`config.mk`:
```
export PLATFORM = sky130hd
export DESIGN_NAME = des_implementation
export DESIGN_NICKNAME = d
export VERILOG_FILES = /design/src/rtl/des_implementation.sv
export SDC_FILE = /design/constraint.sdc
export NUM_CORES = 1
export LEC_CHECK = 0
export CAP_MARGIN = 20
export CORE_UTILIZATION = 27
export CTS_BUF_LIST = sky130_fd_sc_hd__clkbuf_8 sky130_fd_sc_hd__clkbuf_16
export DETAILED_ROUTE_END_ITERATION = 8
export PLACE_DENSITY = 0.76
export SLEW_MARGIN = 20
export SYNTH_ARGS = -nofsm -noshare
export SYNTH_HDL_FRONTEND = slang
export SYNTH_SLANG_ARGS = --single-unit
```
`constraint.sdc`:
```
create_clock -name clk -period 1.6 [get_ports clk]
set_clock_uncertainty 0.05 [all_clocks]
set_input_delay 0.32 -clock clk [delete_from_list [all_inputs] [get_ports clk]]
set_output_delay 0.32 -clock clk [all_outputs]
set_load 0.01 [all_outputs]
```
`src/rtl/des_implementation.sv`:
```
// DES single-block encryptor (FIPS 46-3), one Feistel round per clock.
// Vectors use [N:1] ranges so FIPS bit n sits at index N+1-n (index N is bit 1).
// Ports:
//   clk      rising-edge clock
//   rst      asynchronous active-high reset
//   start    encrypt request, honoured only while idle
//   message  64-bit plaintext, sampled on the start edge
//   key      64-bit key incl. parity bits, sampled on the start edge
//   enigma   registered ciphertext, updated only on completion
//   busy     high from the start edge until the result edge
//   done     one-cycle pulse coinciding with an enigma update
module des_implementation (
  input  logic        clk,
  input  logic        rst,
  input  logic        start,
  input  logic [64:1] message,
  input  logic [64:1] key,
  output logic [64:1] enigma,
  output logic        busy,
  output logic        done
);

  localparam int unsigned ROUND_W    = 5;
  localparam int unsigned LAST_ROUND = 16;

  // Permutation tables: entry j names the FIPS input bit feeding output bit j+1.
  localparam int unsigned IP_T [64] = '{
    58, 50, 42, 34, 26, 18, 10, 2, 60, 52, 44, 36, 28, 20, 12, 4,
    62, 54, 46, 38, 30, 22, 14, 6, 64, 56, 48, 40, 32, 24, 16, 8,
    57, 49, 41, 33, 25, 17,  9, 1, 59, 51, 43, 35, 27, 19, 11, 3,
    61, 53, 45, 37, 29, 21, 13, 5, 63, 55, 47, 39, 31, 23, 15, 7};

  localparam int unsigned FP_T [64] = '{
    40, 8, 48, 16, 56, 24, 64, 32, 39, 7, 47, 15, 55, 23, 63, 31,
    38, 6, 46, 14, 54, 22, 62, 30, 37, 5, 45, 13, 53, 21, 61, 29,
    36, 4, 44, 12, 52, 20, 60, 28, 35, 3, 43, 11, 51, 19, 59, 27,
    34, 2, 42, 10, 50, 18, 58, 26, 33, 1, 41,  9, 49, 17, 57, 25};

  localparam int unsigned E_T [48] = '{
    32,  1,  2,  3,  4,  5,  4,  5,  6,  7,  8,  9,
     8,  9, 10, 11, 12, 13, 12, 13, 14, 15, 16, 17,
    16, 17, 18, 19, 20, 21, 20, 21, 22, 23, 24, 25,
    24, 25, 26, 27, 28, 29, 28, 29, 30, 31, 32,  1};

  localparam int unsigned P_T [32] = '{
    16,  7, 20, 21, 29, 12, 28, 17,  1, 15, 23, 26,  5, 18, 31, 10,
     2,  8, 24, 14, 32, 27,  3,  9, 19, 13, 30,  6, 22, 11,  4, 25};

  // PC-1 never references bits 8,16,...,64, which discards key parity.
  localparam int unsigned PC1_T [56] = '{
    57, 49, 41, 33, 25, 17,  9,  1, 58, 50, 42, 34, 26, 18,
    10,  2, 59, 51, 43, 35, 27, 19, 11,  3, 60, 52, 44, 36,
    63, 55, 47, 39, 31, 23, 15,  7, 62, 54, 46, 38, 30, 22,
    14,  6, 61, 53, 45, 37, 29, 21, 13,  5, 28, 20, 12,  4};

  localparam int unsigned PC2_T [48] = '{
    14, 17, 11, 24,  1,  5,  3, 28, 15,  6, 21, 10,
    23, 19, 12,  4, 26,  8, 16,  7, 27, 20, 13,  2,
    41, 52, 31, 37, 47, 55, 30, 40, 51, 45, 33, 48,
    44, 49, 39, 56, 34, 53, 46, 42, 50, 36, 29, 32};

  // S-boxes indexed by {row, column}, row-major as published.
  localparam logic [3:0] SBOX_T [8][64] = '{
    '{14, 4,13, 1, 2,15,11, 8, 3,10, 6,12, 5, 9, 0, 7,
       0,15, 7, 4,14, 2,13, 1,10, 6,12,11, 9, 5, 3, 8,
       4, 1,14, 8,13, 6, 2,11,15,12, 9, 7, 3,10, 5, 0,
      15,12, 8, 2, 4, 9, 1, 7, 5,11, 3,14,10, 0, 6,13},
    '{15, 1, 8,14, 6,11, 3, 4, 9, 7, 2,13,12, 0, 5,10,
       3,13, 4, 7,15, 2, 8,14,12, 0, 1,10, 6, 9,11, 5,
       0,14, 7,11,10, 4,13, 1, 5, 8,12, 6, 9, 3, 2,15,
      13, 8,10, 1, 3,15, 4, 2,11, 6, 7,12, 0, 5,14, 9},
    '{10, 0, 9,14, 6, 3,15, 5, 1,13,12, 7,11, 4, 2, 8,
      13, 7, 0, 9, 3, 4, 6,10, 2, 8, 5,14,12,11,15, 1,
      13, 6, 4, 9, 8,15, 3, 0,11, 1, 2,12, 5,10,14, 7,
       1,10,13, 0, 6, 9, 8, 7, 4,15,14, 3,11, 5, 2,12},
    '{ 7,13,14, 3, 0, 6, 9,10, 1, 2, 8, 5,11,12, 4,15,
      13, 8,11, 5, 6,15, 0, 3, 4, 7, 2,12, 1,10,14, 9,
      10, 6, 9, 0,12,11, 7,13,15, 1, 3,14, 5, 2, 8, 4,
       3,15, 0, 6,10, 1,13, 8, 9, 4, 5,11,12, 7, 2,14},
    '{ 2,12, 4, 1, 7,10,11, 6, 8, 5, 3,15,13, 0,14, 9,
      14,11, 2,12, 4, 7,13, 1, 5, 0,15,10, 3, 9, 8, 6,
       4, 2, 1,11,10,13, 7, 8,15, 9,12, 5, 6, 3, 0,14,
      11, 8,12, 7, 1,14, 2,13, 6,15, 0, 9,10, 4, 5, 3},
    '{12, 1,10,15, 9, 2, 6, 8, 0,13, 3, 4,14, 7, 5,11,
      10,15, 4, 2, 7,12, 9, 5, 6, 1,13,14, 0,11, 3, 8,
       9,14,15, 5, 2, 8,12, 3, 7, 0, 4,10, 1,13,11, 6,
       4, 3, 2,12, 9, 5,15,10,11,14, 1, 7, 6, 0, 8,13},
    '{ 4,11, 2,14,15, 0, 8,13, 3,12, 9, 7, 5,10, 6, 1,
      13, 0,11, 7, 4, 9, 1,10,14, 3, 5,12, 2,15, 8, 6,
       1, 4,11,13,12, 3, 7,14,10,15, 6, 8, 0, 5, 9, 2,
       6,11,13, 8, 1, 4,10, 7, 9, 5, 0,15,14, 2, 3,12},
    '{13, 2, 8, 4, 6,15,11, 1,10, 9, 3,14, 5, 0,12, 7,
       1,15,13, 8,10, 3, 7, 4,12, 5, 6,11, 0,14, 9, 2,
       7,11, 4, 1, 9,12,14, 2, 0, 6,10,13,15, 3, 5, 8,
       2, 1,14, 7, 4,10, 8,13,15,12, 9, 0, 3, 5, 6,11}};

  typedef enum logic [1:0] {ST_IDLE, ST_ROUND, ST_FINAL} state_t;

  state_t               state;
  logic [32:1]          l, r;
  logic [28:1]          c, d;
  logic [ROUND_W-1:0]   round;
  logic [28:1]          c_rot, d_rot;
  logic [48:1]          subkey;
  logic [32:1]          f_out;

  function automatic logic [64:1] perm_ip(input logic [64:1] x);
    logic [64:1] y;
    y = '0;
    for (int j = 0; j < 64; j++) y[7'(64 - j)] = x[7'(65 - IP_T[6'(j)])];
    return y;
  endfunction

  function automatic logic [64:1] perm_fp(input logic [64:1] x);
    logic [64:1] y;
    y = '0;
    for (int j = 0; j < 64; j++) y[7'(64 - j)] = x[7'(65 - FP_T[6'(j)])];
    return y;
  endfunction

  function automatic logic [56:1] perm_pc1(input logic [64:1] x);
    logic [56:1] y;
    y = '0;
    for (int j = 0; j < 56; j++) y[6'(56 - j)] = x[7'(65 - PC1_T[6'(j)])];
    return y;
  endfunction

  function automatic logic [48:1] perm_pc2(input logic [56:1] x);
    logic [48:1] y;
    y = '0;
    for (int j = 0; j < 48; j++) y[6'(48 - j)] = x[6'(57 - PC2_T[6'(j)])];
    return y;
  endfunction

  // Round function f(R, K) = P(S(E(R) xor K)).
  function automatic logic [32:1] feistel(input logic [32:1] rin, input logic [48:1] k);
    logic [48:1] x;
    logic [32:1] s;
    logic [32:1] p;
    logic [6:1]  b;
    x = '0;
    s = '0;
    p = '0;
    for (int j = 0; j < 48; j++) x[6'(48 - j)] = rin[6'(33 - E_T[6'(j)])];
    x = x ^ k;
    for (int i = 0; i < 8; i++) begin
      b = x[6'(48 - 6 * i) -: 6];
      // Outer bits select the row, inner four the column.
      s[6'(32 - 4 * i) -: 4] = SBOX_T[3'(i)][{b[6], b[1], b[5:2]}];
    end
    for (int j = 0; j < 32; j++) p[6'(32 - j)] = s[6'(33 - P_T[5'(j)])];
    return p;
  endfunction

  // Single shared round: rotate C/D for the current round, then derive subkey and f.
  always_comb begin
    c_rot  = {c[26:1], c[28:27]};
    d_rot  = {d[26:1], d[28:27]};
    if (round == ROUND_W'(1) || round == ROUND_W'(2) ||
        round == ROUND_W'(9) || round == ROUND_W'(16)) begin
      c_rot = {c[27:1], c[28]};
      d_rot = {d[27:1], d[28]};
    end
    subkey = perm_pc2({c_rot, d_rot});
    f_out  = feistel(r, subkey);
  end

  // Control and datapath registers.
  always_ff @(posedge clk or posedge rst) begin
    if (rst) begin
      state  <= ST_IDLE;
      l      <= '0;
      r      <= '0;
      c      <= '0;
      d      <= '0;
      round  <= '0;
      enigma <= '0;
      busy   <= 1'b0;
      done   <= 1'b0;
    end else begin
      done <= 1'b0;
      case (state)
        ST_IDLE: begin
          if (start) begin
            {l, r} <= perm_ip(message);
            {c, d} <= perm_pc1(key);
            round  <= ROUND_W'(1);
            busy   <= 1'b1;
            state  <= ST_ROUND;
          end
        end
        ST_ROUND: begin
          l     <= r;
          r     <= l ^ f_out;
          c     <= c_rot;
          d     <= d_rot;
          round <= round + ROUND_W'(1);
          if (round == ROUND_W'(LAST_ROUND)) state <= ST_FINAL;
        end
        ST_FINAL: begin
          // Halves are swapped after round 16 before the inverse permutation.
          enigma <= perm_fp({r, l});
          done   <= 1'b1;
          busy   <= 1'b0;
          round  <= '0;
          state  <= ST_IDLE;
        end
        default: state <= ST_IDLE;
      endcase
    end
  end

endmodule

```
==> key figures <==
Outcome
  • Run status: finished, final reports clean

Clock network
  • Total CTS buffers: 5
  • CTS HTree Levels: 2
  • CTS tree: yes
  • Clock Pin Slew Worst Setup and Hold Paths: 0.08 ns
  • Clock Tree Buf Depth: 2
  • Clock root buffer: clkbuf_8
  • Sink Count: 39
  • Clock Latency Late Sink: 0.29 ns

Route
  • Wire per inst: 11.28 µm
  • DR top layer: met4
  • Routed met3 length: 270 µm
  • Wl on met1: 1697 µm
  • Total number of vias: 1,359
  • DR iter-0 viols: 56
  • DRC: 0
  • Vias per inst: 4.131
  • Routed length on met2: 1705 µm
  • Antenna-violating nets left: 0
  • TritonRoute pass-1 iters: 4
  • Final WL: 3710 µm

Finish
  • Layout cells sized above 1: 0.2261
  • Most frequent cells in the layout: conb_1, dfrtp_1, clkdlybuf4s50_1
  • Area growth syn-to-layout: 27.59%
  • Footprint of the multi-input gates: 872.1 µm²
  • Commonest non-fill, non-tap cell in the layout: conb_1
  • Nets: 366
  • Register area: 977.2 µm²
  • Ant. Diodes: 0
  • Fill count: 696

STA
  • Hold Violations, Final: 0
  • Fin. max-slew vios: 0
  • Finish-stage setup viols: 0
  • Highest clock rate: 629.0 MHz
  • Minimum clock period: 1.590 ns
  • RSZ-0062 raised after global routing: yes
  • Fin crit share: 0.9937
  • Hold WS: 0.3324 ns

GRT
  • Gr usage total: 0.09059
  • Number of global-route vias before repair: 1,257
  • Overflow after GRT: 0
  • Initial antenna violation count: 0
  • Largest net degree at the start of global routing: 40
  • Global-route wire length before repair: 5616 µm

Synthesis
  • Mapped Cells: 179
  • Number of synthesized flops with an enable pin: 0
  • Yosys cell types: 32
  • Avg Cell Area, Syn: 11.55 µm²
  • Synthesized area: 2068 µm²
  • Ys Warns: 0
  • Ys async rst share: 1.000
  • Top_reg_cell synth: dfrtp_1
  • Synthesized flop and latch total: 39
  • Register area share after synthesis: 0.4719

Worst setup path
  • Critical Path Start Type: flop
  • Reg2reg end: round[3]
  • CP endpoint kind: flop
  • Crit path DAT: 1.71 ns
  • Reg2Reg Setup Slack: 0.01 ns
  • Worst r2r src: state[0]
  • Crit Path Class: flop to flop
  • Crit Path Max Fanout: 4
  • R2R depth: 7
  • Critical path required time: 1.72 ns

Pwr
  • Sw frac: 0.3245
  • Power share of the sequential group: 0.356
  • NetSw: 1.527 mW
  • Clock power share: 0.180
  • Peak VDD IR: 0.0004531 V
  • Internal power: 3.177 mW
  • Total power draw: 4.704 mW
  • Power Dens Cells: 1783 nW/µm²
  • LEAKAGE: 1.300 nW
  • Power share of the combinational group: 0.464

Job
  • Max Cap Viol: 0

Place
  • RePlAce Congestion: 0.7232
  • Final HPWL DP: 2614 µm
  • Port bufs: 34

Floorplan
  • # rows: 31
  • Initial Utilization: 0.2821
  • Die X: 89.52 µm
  • Full die area: 8014 µm²
  • Core area: 7331 µm²
  • Io pins: 197
  • Die Height: 89.52 µm

Worst hold path
  • HP Class: primary input to asynchronous set/reset pin
==> worst max-delay path: stages, from the launching register on <==
cell and delay [ns]:
dfrtp_2 0.42, inv_2 0.07, ha_4 0.16, nor2b_4 0.13, buf_4 0.14, buf_4 0.14, a311oi_1 0.25, mux2i_1 0.10
==> power groups by stage <==
stage / Clock (mW) / Combinational (mW) / Sequential [mW]
6_report: 0.846 / 2.18 / 1.68
5_1_grt: 0.901 / 2.39 / 1.74
4_1_cts: 0.876 / 2.07 / 1.68
3_5_place_dp: 0 / 1.99 / 1.69
3_3_place_gp: 0 / 1.95 / 1.66
2_1_floorplan: 0 / 1.23 / 1.72
==> kinds of logic after synthesis <==
| family | count (synthesis) | synth area share |
|---|---|---|
| muxes | 18 | 0.09679 |
| other | 1 | 0.001813 |
| adders and majority gates | 6 | 0.03630 |
| DFF | 39 | 0.4719 |
| and+or+nand+nor | 20 | 0.06292 |
| AOI/OAI and AO/OA | 32 | 0.1204 |
| buffers and inverters | 63 | 0.2099 |
==> state kept, by name, summed over array words and instances (netlist names) <==
| signal | count |
|---|---|
| enigma | 15 |
| done | 1 |
| round | 5 |
| l | 15 |
| state | 2 |
| busy | 1 |
==> per-stage QoR <==
step | area, µm² | worst slack (ns) | utilization | cells | setup TNS, ns
global placement | 2429 | -0.2440 | 0.3313 | 318 | -3.332
finish | 2639 | 0.01011 | 0.3600 | 329 | 0
floorplan | 2257 | 0.002379 | - | 227 | 0
CTS | 2577 | 0.004132 | 0.3516 | 326 | 0
detailed placement | 2429 | -0.2656 | 0.3313 | 318 | -3.737
global route | 2639 | -0.06774 | 0.3600 | 329 | -0.08772
==> worst max-delay path by stage <==
stage	start	endpoint	slack, ns	depth (start not counted)
global route	state[1]	round[4]	-0.07	6
global placement	start	l[2]	-0.24	4
detailed placement	start	l[10]	-0.27	4
finish	state[0]	round[3]	0.01	7
floorplan	state[1]	round[0]	0.002	5
CTS	state[0]	enigma[62]	0.004	5
==> routing by layer <==
| metal | vias to the layer above | GRT usage |
|---|---|---|
| met4 | 0 | 0.03463 |
| met3 | 5 | 0.02585 |
| li1 | 623 | - |
| met1 | 665 | 0.1050 |
| met2 | 66 | 0.1582 |
| met5 | - | 0 |
==> synthesized netlist by cell type (3+ instances only) <==
library cell,number,area share
buf_2,5,0.012
dfrtp_1,39,0.47
buf_4,49,0.18
nand3_1,4,0.0097
a22o_1,17,0.072
mux2_2,16,0.087
a21oi_1,3,0.0073
ha_1,6,0.036
o31ai_1,3,0.011
inv_1,6,0.011
o21ai_0,4,0.0097
==> what timing repair did <==
action,4_1_cts,5_1_grt
setup endpoints to repair,15,20
resized for setup,11,7
hold buffers,0,0
endpoints found under the hold margin,0,0
pin swaps,2,1
cloned,0,1
buffers inserted,0,2
==> cell type report <==
class,count,share of cell area
Sequential cell,39,0.3703
Multi-Input combinational cell,125,0.3305
Timing Repair Buffer,52,0.1991
Tap cell,99,0.04694
Clock buffer,6,0.03129
Clock inverter,2,0.01328
Inverter,6,0.008535
Power figures use the tool's default switching activity.
